`src/rtl/img_pipeline_pkg.sv`:
```
// Shared constants and scanner state encoding for the image pipeline.
package img_pipeline_pkg;

  localparam int IMG_W  = 64;
  localparam int IMG_H  = 64;
  localparam int PIX_W  = 13;
  localparam int ADDR_W = 12;
  localparam int WIN_N  = 9;

  typedef enum logic [1:0] {
    IDLE  = 2'd0,
    SCAN  = 2'd1,
    DRAIN = 2'd2
  } scan_state_t;

endpackage

```
`src/rtl/line_buffer.sv`:
```
// One image row of pixel storage; the asynchronous read returns the old word
// at the address being written, so a shift through two buffers needs one cycle.
module line_buffer #(
  parameter int DEPTH = 64,
  parameter int WIDTH = 13,
  parameter int AW    = $clog2(DEPTH)
) (
  input  logic             clk,
  input  logic             wr_en,
  input  logic [AW-1:0]    addr,
  input  logic [WIDTH-1:0] wr_data,
  output logic [WIDTH-1:0] rd_data
);

  logic [WIDTH-1:0] mem [DEPTH];

  always_ff @(posedge clk) begin
    if (wr_en) begin
      mem[addr] <= wr_data;
    end
  end

  assign rd_data = mem[addr];

endmodule

```
`src/rtl/rom_window_scanner.sv`:
```
// Raster-scans the image ROM and streams interior 3x3 windows over valid/ready.
// Optional centre-coordinate outputs are enabled by ROM_WINDOW_SCANNER_COORD_EN.
module rom_window_scanner #(
  parameter int IMG_W  = img_pipeline_pkg::IMG_W,
  parameter int IMG_H  = img_pipeline_pkg::IMG_H,
  parameter int PIX_W  = img_pipeline_pkg::PIX_W,
  parameter int ADDR_W = img_pipeline_pkg::ADDR_W
) (
  input  logic               clk,
  input  logic               rst,
  input  logic               start,
  output logic               busy,
  output logic               done,
  output logic [ADDR_W-1:0]  rom_addr,
  input  logic [PIX_W-1:0]   rom_data,
  output logic               win_valid,
  input  logic               win_ready,
  output logic [9*PIX_W-1:0] win_data,
  output logic               win_last
`ifdef ROM_WINDOW_SCANNER_COORD_EN
  ,
  output logic [$clog2(IMG_W)-1:0] win_x,
  output logic [$clog2(IMG_H)-1:0] win_y
`endif
);

  import img_pipeline_pkg::*;

  localparam int X_W = $clog2(IMG_W);
  localparam int Y_W = $clog2(IMG_H);

  scan_state_t      state_reg, state_next;
  logic [X_W-1:0]   col_reg;
  logic [Y_W-1:0]   row_reg;
  logic [PIX_W-1:0] win_reg [WIN_N];
  logic             win_valid_reg;
  logic             win_last_reg;
  logic             done_reg;

  logic             advance;
  logic             consume;
  logic             handshake;
  logic             at_last_pixel;
  logic             at_row_end;
  logic             emit;
  logic [PIX_W-1:0] lb0_rd;
  logic [PIX_W-1:0] lb1_rd;

  assign advance       = !win_valid_reg || win_ready;
  assign consume       = (state_reg == SCAN) && advance;
  assign handshake     = win_valid_reg && win_ready;
  assign at_row_end    = (col_reg == X_W'(IMG_W - 1));
  assign at_last_pixel = at_row_end && (row_reg == Y_W'(IMG_H - 1));
  // Once the third row and third column have arrived the window is interior.
  assign emit          = (row_reg >= Y_W'(2)) && (col_reg >= X_W'(2));

  always_ff @(posedge clk) begin
    if (rst) begin
      state_reg <= IDLE;
    end else begin
      state_reg <= state_next;
    end
  end

  always_comb begin
    state_next = state_reg;
    case (state_reg)
      IDLE:    if (start) state_next = SCAN;
      SCAN:    if (consume && at_last_pixel) state_next = DRAIN;
      DRAIN:   if (handshake) state_next = IDLE;
      default: state_next = IDLE;
    endcase
  end

  always_ff @(posedge clk) begin
    if (rst) begin
      col_reg <= '0;
      row_reg <= '0;
    end else if (state_reg == IDLE && start) begin
      col_reg <= '0;
      row_reg <= '0;
    end else if (consume) begin
      if (at_row_end) begin
        col_reg <= '0;
        row_reg <= (row_reg == Y_W'(IMG_H - 1)) ? '0 : row_reg + Y_W'(1);
      end else begin
        col_reg <= col_reg + X_W'(1);
      end
    end
  end

  // Window shift: columns move left, the new right column is the pixel column
  // at col from two rows up (lb1), one row up (lb0) and the current ROM word.
  always_ff @(posedge clk) begin
    if (rst) begin
      for (int k = 0; k < WIN_N; k++) begin
        win_reg[k] <= '0;
      end
    end else if (consume) begin
      for (int r = 0; r < 3; r++) begin
        win_reg[3*r]     <= win_reg[3*r + 1];
        win_reg[3*r + 1] <= win_reg[3*r + 2];
      end
      win_reg[2] <= lb1_rd;
      win_reg[5] <= lb0_rd;
      win_reg[8] <= rom_data;
    end
  end

  always_ff @(posedge clk) begin
    if (rst) begin
      win_valid_reg <= 1'b0;
      win_last_reg  <= 1'b0;
      done_reg      <= 1'b0;
    end else begin
      done_reg <= (state_reg == DRAIN) && handshake;
      if (consume) begin
        win_valid_reg <= emit;
        win_last_reg  <= at_last_pixel;
      end else if (handshake) begin
        win_valid_reg <= 1'b0;
        win_last_reg  <= 1'b0;
      end
    end
  end

`ifdef ROM_WINDOW_SCANNER_COORD_EN
  logic [X_W-1:0] win_x_reg;
  logic [Y_W-1:0] win_y_reg;

  always_ff @(posedge clk) begin
    if (rst) begin
      win_x_reg <= '0;
      win_y_reg <= '0;
    end else if (consume) begin
      win_x_reg <= col_reg - X_W'(1);
      win_y_reg <= row_reg - Y_W'(1);
    end
  end

  assign win_x = win_x_reg;
  assign win_y = win_y_reg;
`endif

  line_buffer #(
    .DEPTH (IMG_W),
    .WIDTH (PIX_W)
  ) u_lb0 (
    .clk     (clk),
    .wr_en   (consume),
    .addr    (col_reg),
    .wr_data (rom_data),
    .rd_data (lb0_rd)
  );

  line_buffer #(
    .DEPTH (IMG_W),
    .WIDTH (PIX_W)
  ) u_lb1 (
    .clk     (clk),
    .wr_en   (consume),
    .addr    (col_reg),
    .wr_data (lb0_rd),
    .rd_data (lb1_rd)
  );

  for (genvar gi = 0; gi < WIN_N; gi++) begin : g_pack
    assign win_data[gi*PIX_W +: PIX_W] = win_reg[gi];
  end

  assign rom_addr  = ADDR_W'(row_reg) * ADDR_W'(IMG_W) + ADDR_W'(col_reg);
  assign busy      = (state_reg != IDLE);
  assign done      = done_reg;
  assign win_valid = win_valid_reg;
  assign win_last  = win_last_reg;

endmodule
```
`config.mk`:
```
export PLATFORM = sky130hd
export DESIGN_NAME = rom_window_scanner
export DESIGN_NICKNAME = d
export VERILOG_FILES = /design/src/rtl/img_pipeline_pkg.sv /design/src/rtl/line_buffer.sv /design/src/rtl/rom_window_scanner.sv
export SDC_FILE = /design/constraint.sdc
export NUM_CORES = 2
export LEC_CHECK = 0
export BUFFER_PORTS_ARGS = -buffer_cell sky130_fd_sc_hd__buf_4
export CAP_MARGIN = 10
export CORE_MARGIN = 2
export CORE_UTILIZATION = 40
export CTS_CLUSTER_SIZE = 16
export DETAILED_ROUTE_END_ITERATION = 6
export SETUP_SLACK_MARGIN = 0.2
export SYNTH_ARGS = -nofsm -noshare
export SYNTH_HDL_FRONTEND = slang
export SYNTH_SLANG_ARGS = --single-unit
export TNS_END_PERCENT = 30
```
`constraint.sdc`:
```
create_clock -name clk -period 12.4 [get_ports clk]
set_input_delay 1.24 -clock clk [delete_from_list [all_inputs] [get_ports clk]]
set_output_delay 1.24 -clock clk [all_outputs]
set_load 0.01 [all_outputs]
```
* After elaboration in Yosys (flattened, before gate mapping) *
Memories as Yosys holds them, arrays and structs flattened. A register that Yosys moved wholly into a read port is not among the register bits.
Index checks and enable logic that the tools add are counted.

word-level totals
  memory bits (writable) = 1,781
  output and inout port bits = 133
  input port bits = 17
  memories kept = 3
  flip-flop bits (word level) = 17

operators by class
  bitwise logic cells = 9
  mux-type cells = 28
  order comparisons = 2
  reductions and logical operators = 15
  eq/ne operators = 7
  add/subtract/negate cells = 3

memory list
  name       words  width  rd ports  clocked after Yosys merged registers in  wr ports  line                      RTL
  u_lb0.mem  64     13     1         1                                        1         line_buffer.sv:15         logic [WIDTH-1:0] mem [DEPTH];
  u_lb1.mem  64     13     1         1                                        1         line_buffer.sv:15
  win_reg    9      13     9         0                                        9         rom_window_scanner.sv:35  logic [PIX_W-1:0] win_reg [WIN_N];

operators with widths
  kind                                                                      count
  13-bit two-way mux                                                        9
  6-bit two-way mux                                                         6
  12-bit by 6-bit adder with 12-bit output                                  1
  6-bit by 1-bit adder with 6-bit output (second input constant)            2
  6-bit == test (second input constant)                                     2
  6-bit by 2-bit >= comparator with 1-bit output (second input constant)    2
  1-bit two-way mux                                                         9
  1-bit OR                                                                  9
  1-bit logical AND                                                         7
  2-bit two-way mux                                                         3
  2-bit case mux with 3 select lines                                        1
  2-bit inequality test (second input constant)                             2
  2-bit nonzero test                                                        2
  3-bit AND reduction                                                       1
  2-bit by 1-bit == test with 1-bit output (second input constant)          1
  2-bit == test (second input constant)                                     1
  2-bit logical NOT                                                         1
  2-bit by 1-bit inequality test with 1-bit output (second input constant)  1
  2-bit AND reduction                                                       1
  2-bit OR reduction                                                        1
  1-bit logical NOT                                                         1
  1-bit logical OR                                                          1

* Longest topological paths before layout *
  word-level depth = 7
  depth in mapped cells = 11

* Modules after synthesis *
From an unflattened synthesis, not the netlist that was laid out.

unflattened totals
  cell total of the unflattened synthesis = 4,047
  area, all modules = 70,762.9 sq um

modules (own cells, without submodules)
  module              area an instance (sq um)  cells an instance  times used  sequential area each (sq um)
  line_buffer         32,810.2                  1,851              2           24,984.0
  rom_window_scanner  5,142.4                   345                1           3,853.7

* Least setup slack after synthesis *
OpenSTA, ideal clock, no wires.

  path type = input to register
  start point = input port win_ready
  end point = memory win_reg[0][0] (enable)
  cell stages on the path = 2
  slack = 2.116 ns
  data arrival time = 9.530 ns
  path buffers = 0
  setup time = 0.754 ns
  data required time = 11.646 ns
  cell sequence = nor2b_1 > o21ai_0

RTL lines
  what                line                      RTL
  start: declaration  rom_window_scanner.sv:17  input logic win_ready,
  end: declaration    rom_window_scanner.sv:35

==> out/qor.csv <==
metric,value,unit
finalHoldViolations,0,
rsz0062_at_grt,false,
max_freq,0.1858,GHz
p_total,12.75,mW
detail_route.vias_per_cell,5.705,
synth_edf_count,1781,
setup_viol,0,
synth_top_flop_cell,edfxtp_1,
tns,0,ns
slowest_delay,0.82,ns
tightest_slew,1.182,ns
cp_slowest_cell,dfxtp_4,
crit_arrival,5.89,ns
io_buffer_count,149,
grt_start_max_net_pins,112,
grt_pass1_vias,32980,
drc,0,
wl_per_cell,30.62,um
clock_latency,0.82,ns
syn_nets,3115,
ys_ff_latch,1804,
path_common_cell,buf_4,
grt.busiest_layer,met2,
finalMaxSlewViolations,0,
final_common_cell,edfxtp_1,
fin_skew,0.03261,ns
design.die.area,176300,um2
dp_hpwl,103.1,mm
ff2ff_setup_slack,7.02,ns
root_buffer,clkbuf_16,
gp_congestion,0.8341,
ir_drop,107.1,uV
core.rowCount,152,
area_growth_syn_to_layout,14.32,%
dieHeight,419.9,um
netlist_instances,3094,
p_leak,24.05,nW
die_w,419.9,um
io_pins,150,
drv_cap,0,
crit_path_cell_trace,buf_4 -> buf_4 -> buf_4 -> buf_4 -> mux4_2 -> mux2i_1 -> nand2_1 -> a22oi_1 -> o211ai_1,
synthesis.area,69180,um2
ys_async_sr_fraction,0,%
cts_tree,yes,
pwr_density_cell,161.2,nW/um2
grt_use_total,20.22,%
layout_common_cells,"edfxtp_1 (1,781), mux4_2 (422), buf_4 (241)",
endpoint_kind,register,
postCtsHoldBufs,0,
cts_setup_buffers,0,
crit_type,register to register,
h-tree-depth,4,
cts_resized,0,
nets,3376,
hold_class,register to register,
whs_path_depth,2,
drt_iter0_drc,3822,
ant_nets,0,
cts_sinks,1804,
drt_first_pass_iters,5,
grt_overflow,0,
use_met2,32.96,%
antenna_found_initial,3,
clk_pin_slew,0.06,ns
seq_area_frac_synth,77.97,%
status,"finished, final reports clean",
drt-total-wl,177.9,mm
core_area,171700,um2
worst_ep_required_time,12.91,ns
slew_headroom,21.01,%
r2r_cells,9,
drive_gt1_share,29.47,%
yosys_warnings,0,
startpoint_type,register,
start_util,40.28,%
clockBufferDepth,3,
period_share,43.39,%
syn_area_per_cell,22.36,um2
grt_use_met3,3.214,%
path_max_fanout,49,
gr-usage-met1,28.34,%
grt_pass1_wl,251.4,mm
period_needed,5.381,ns
cts_buffers,180,
synth.distinct_cells,54,
vias,33150,
## routing by layer
metal,vias to the layer above,part of all wire [%]
li1,13530,-
met1,17980,42
met2,1424,49
met3,220,6.8
met4,0,2.4
met5,-,0
## path summary, 6_finish.rpt
check            from              to
max reg2reg  register  win_reg[0][29]
min reg2reg  win_last        win_last
max          register  win_reg[0][29]
min          win_last        win_last
## Yosys cell counts, types with 5 or more instances
library cell  instances  area (um2)
edfxtp_1           1781       53480
mux4_2              422        9504
mux2i_1             112        1121
nor2_1              111       416.7
and2_1              105       656.9
nand2_1              70       262.8
clkbuf_1             54       202.7
buf_4                38       285.3
nor3_1               36       180.2
buf_2                33       165.2
o22ai_1              32       200.2
buf_6                28       315.3
a22oi_1              27       202.7
a21oi_1              23       115.1
dfxtp_1              23       460.4
o2111ai_1            20       175.2
mux2_2               19       214.0
o211ai_1             14       105.1
o21ai_0              10       50.05
a31oi_1               9       56.30
buf_1                 8       30.03
o221ai_1              8       70.07
inv_1                 7       26.28
nand2b_1              7       43.79
xor2_1                7       61.31
a22oi_2               6       75.07
nand3_1               6       30.03
nand3b_1              6       45.04
nand4_1               6       37.54
nor2b_1               6       37.54
or3b_2                6       52.55
or2_2                 5       31.28
## report_power, final
part	total (mW)	leakage (nW)	internal (mW)	switching, mW
clock network	5.30	2.79	3.03	2.26
logic	0.613	4.85	0.217	0.396
registers	6.84	16.4	6.81	0.0293
total	12.7	24.0	10.1	2.69
## worst max-delay path: cells and delay by family, from the launching register on
family	cells	cell delay, ns
and+or+nand+nor	1	0.10
buffers and inverters	4	2.82
muxes	2	0.80
DFF	1	0.82
AOI/OAI and AO/OA	2	0.33
## final cells by class
type / instances / area (um2)
tap: 2310 / 2890
multi-input combinational: 1116 / 14580
inverter: 7 / 26.28
clock buffer: 235 / 4910
clock inverter: 91 / 803.3
fill: 14190 / 92650
sequential: 1804 / 53960
antenna: 2 / 5.005
timing repair buffer: 246 / 1917
## per-stage QoR
stage               cell area [um2]  cells  setup slack (ns)  hold slack, ns  util, %
detailed placement            73370   5483             6.953          0.5019    42.72
floorplan                     69180   3094             2.116          0.4843        -
finish                        79090   5811             7.019          0.5261    46.05
global placement              73300   5480             6.950          0.5019    42.68
global route                  79090   5810             6.736          0.5743    46.05
CTS                           79080   5809             6.921          0.5156    46.05
## cells by family after synthesis
group,Yosys count,share of synthesized area [%]
flops,1804,77.97
mux,553,15.67
simple gates,379,2.760
buf+inv,174,1.633
compound gates,171,1.780
xor+xnor,9,0.1139
fa+ha+maj,4,0.07235
Power figures use the tool's default switching activity.
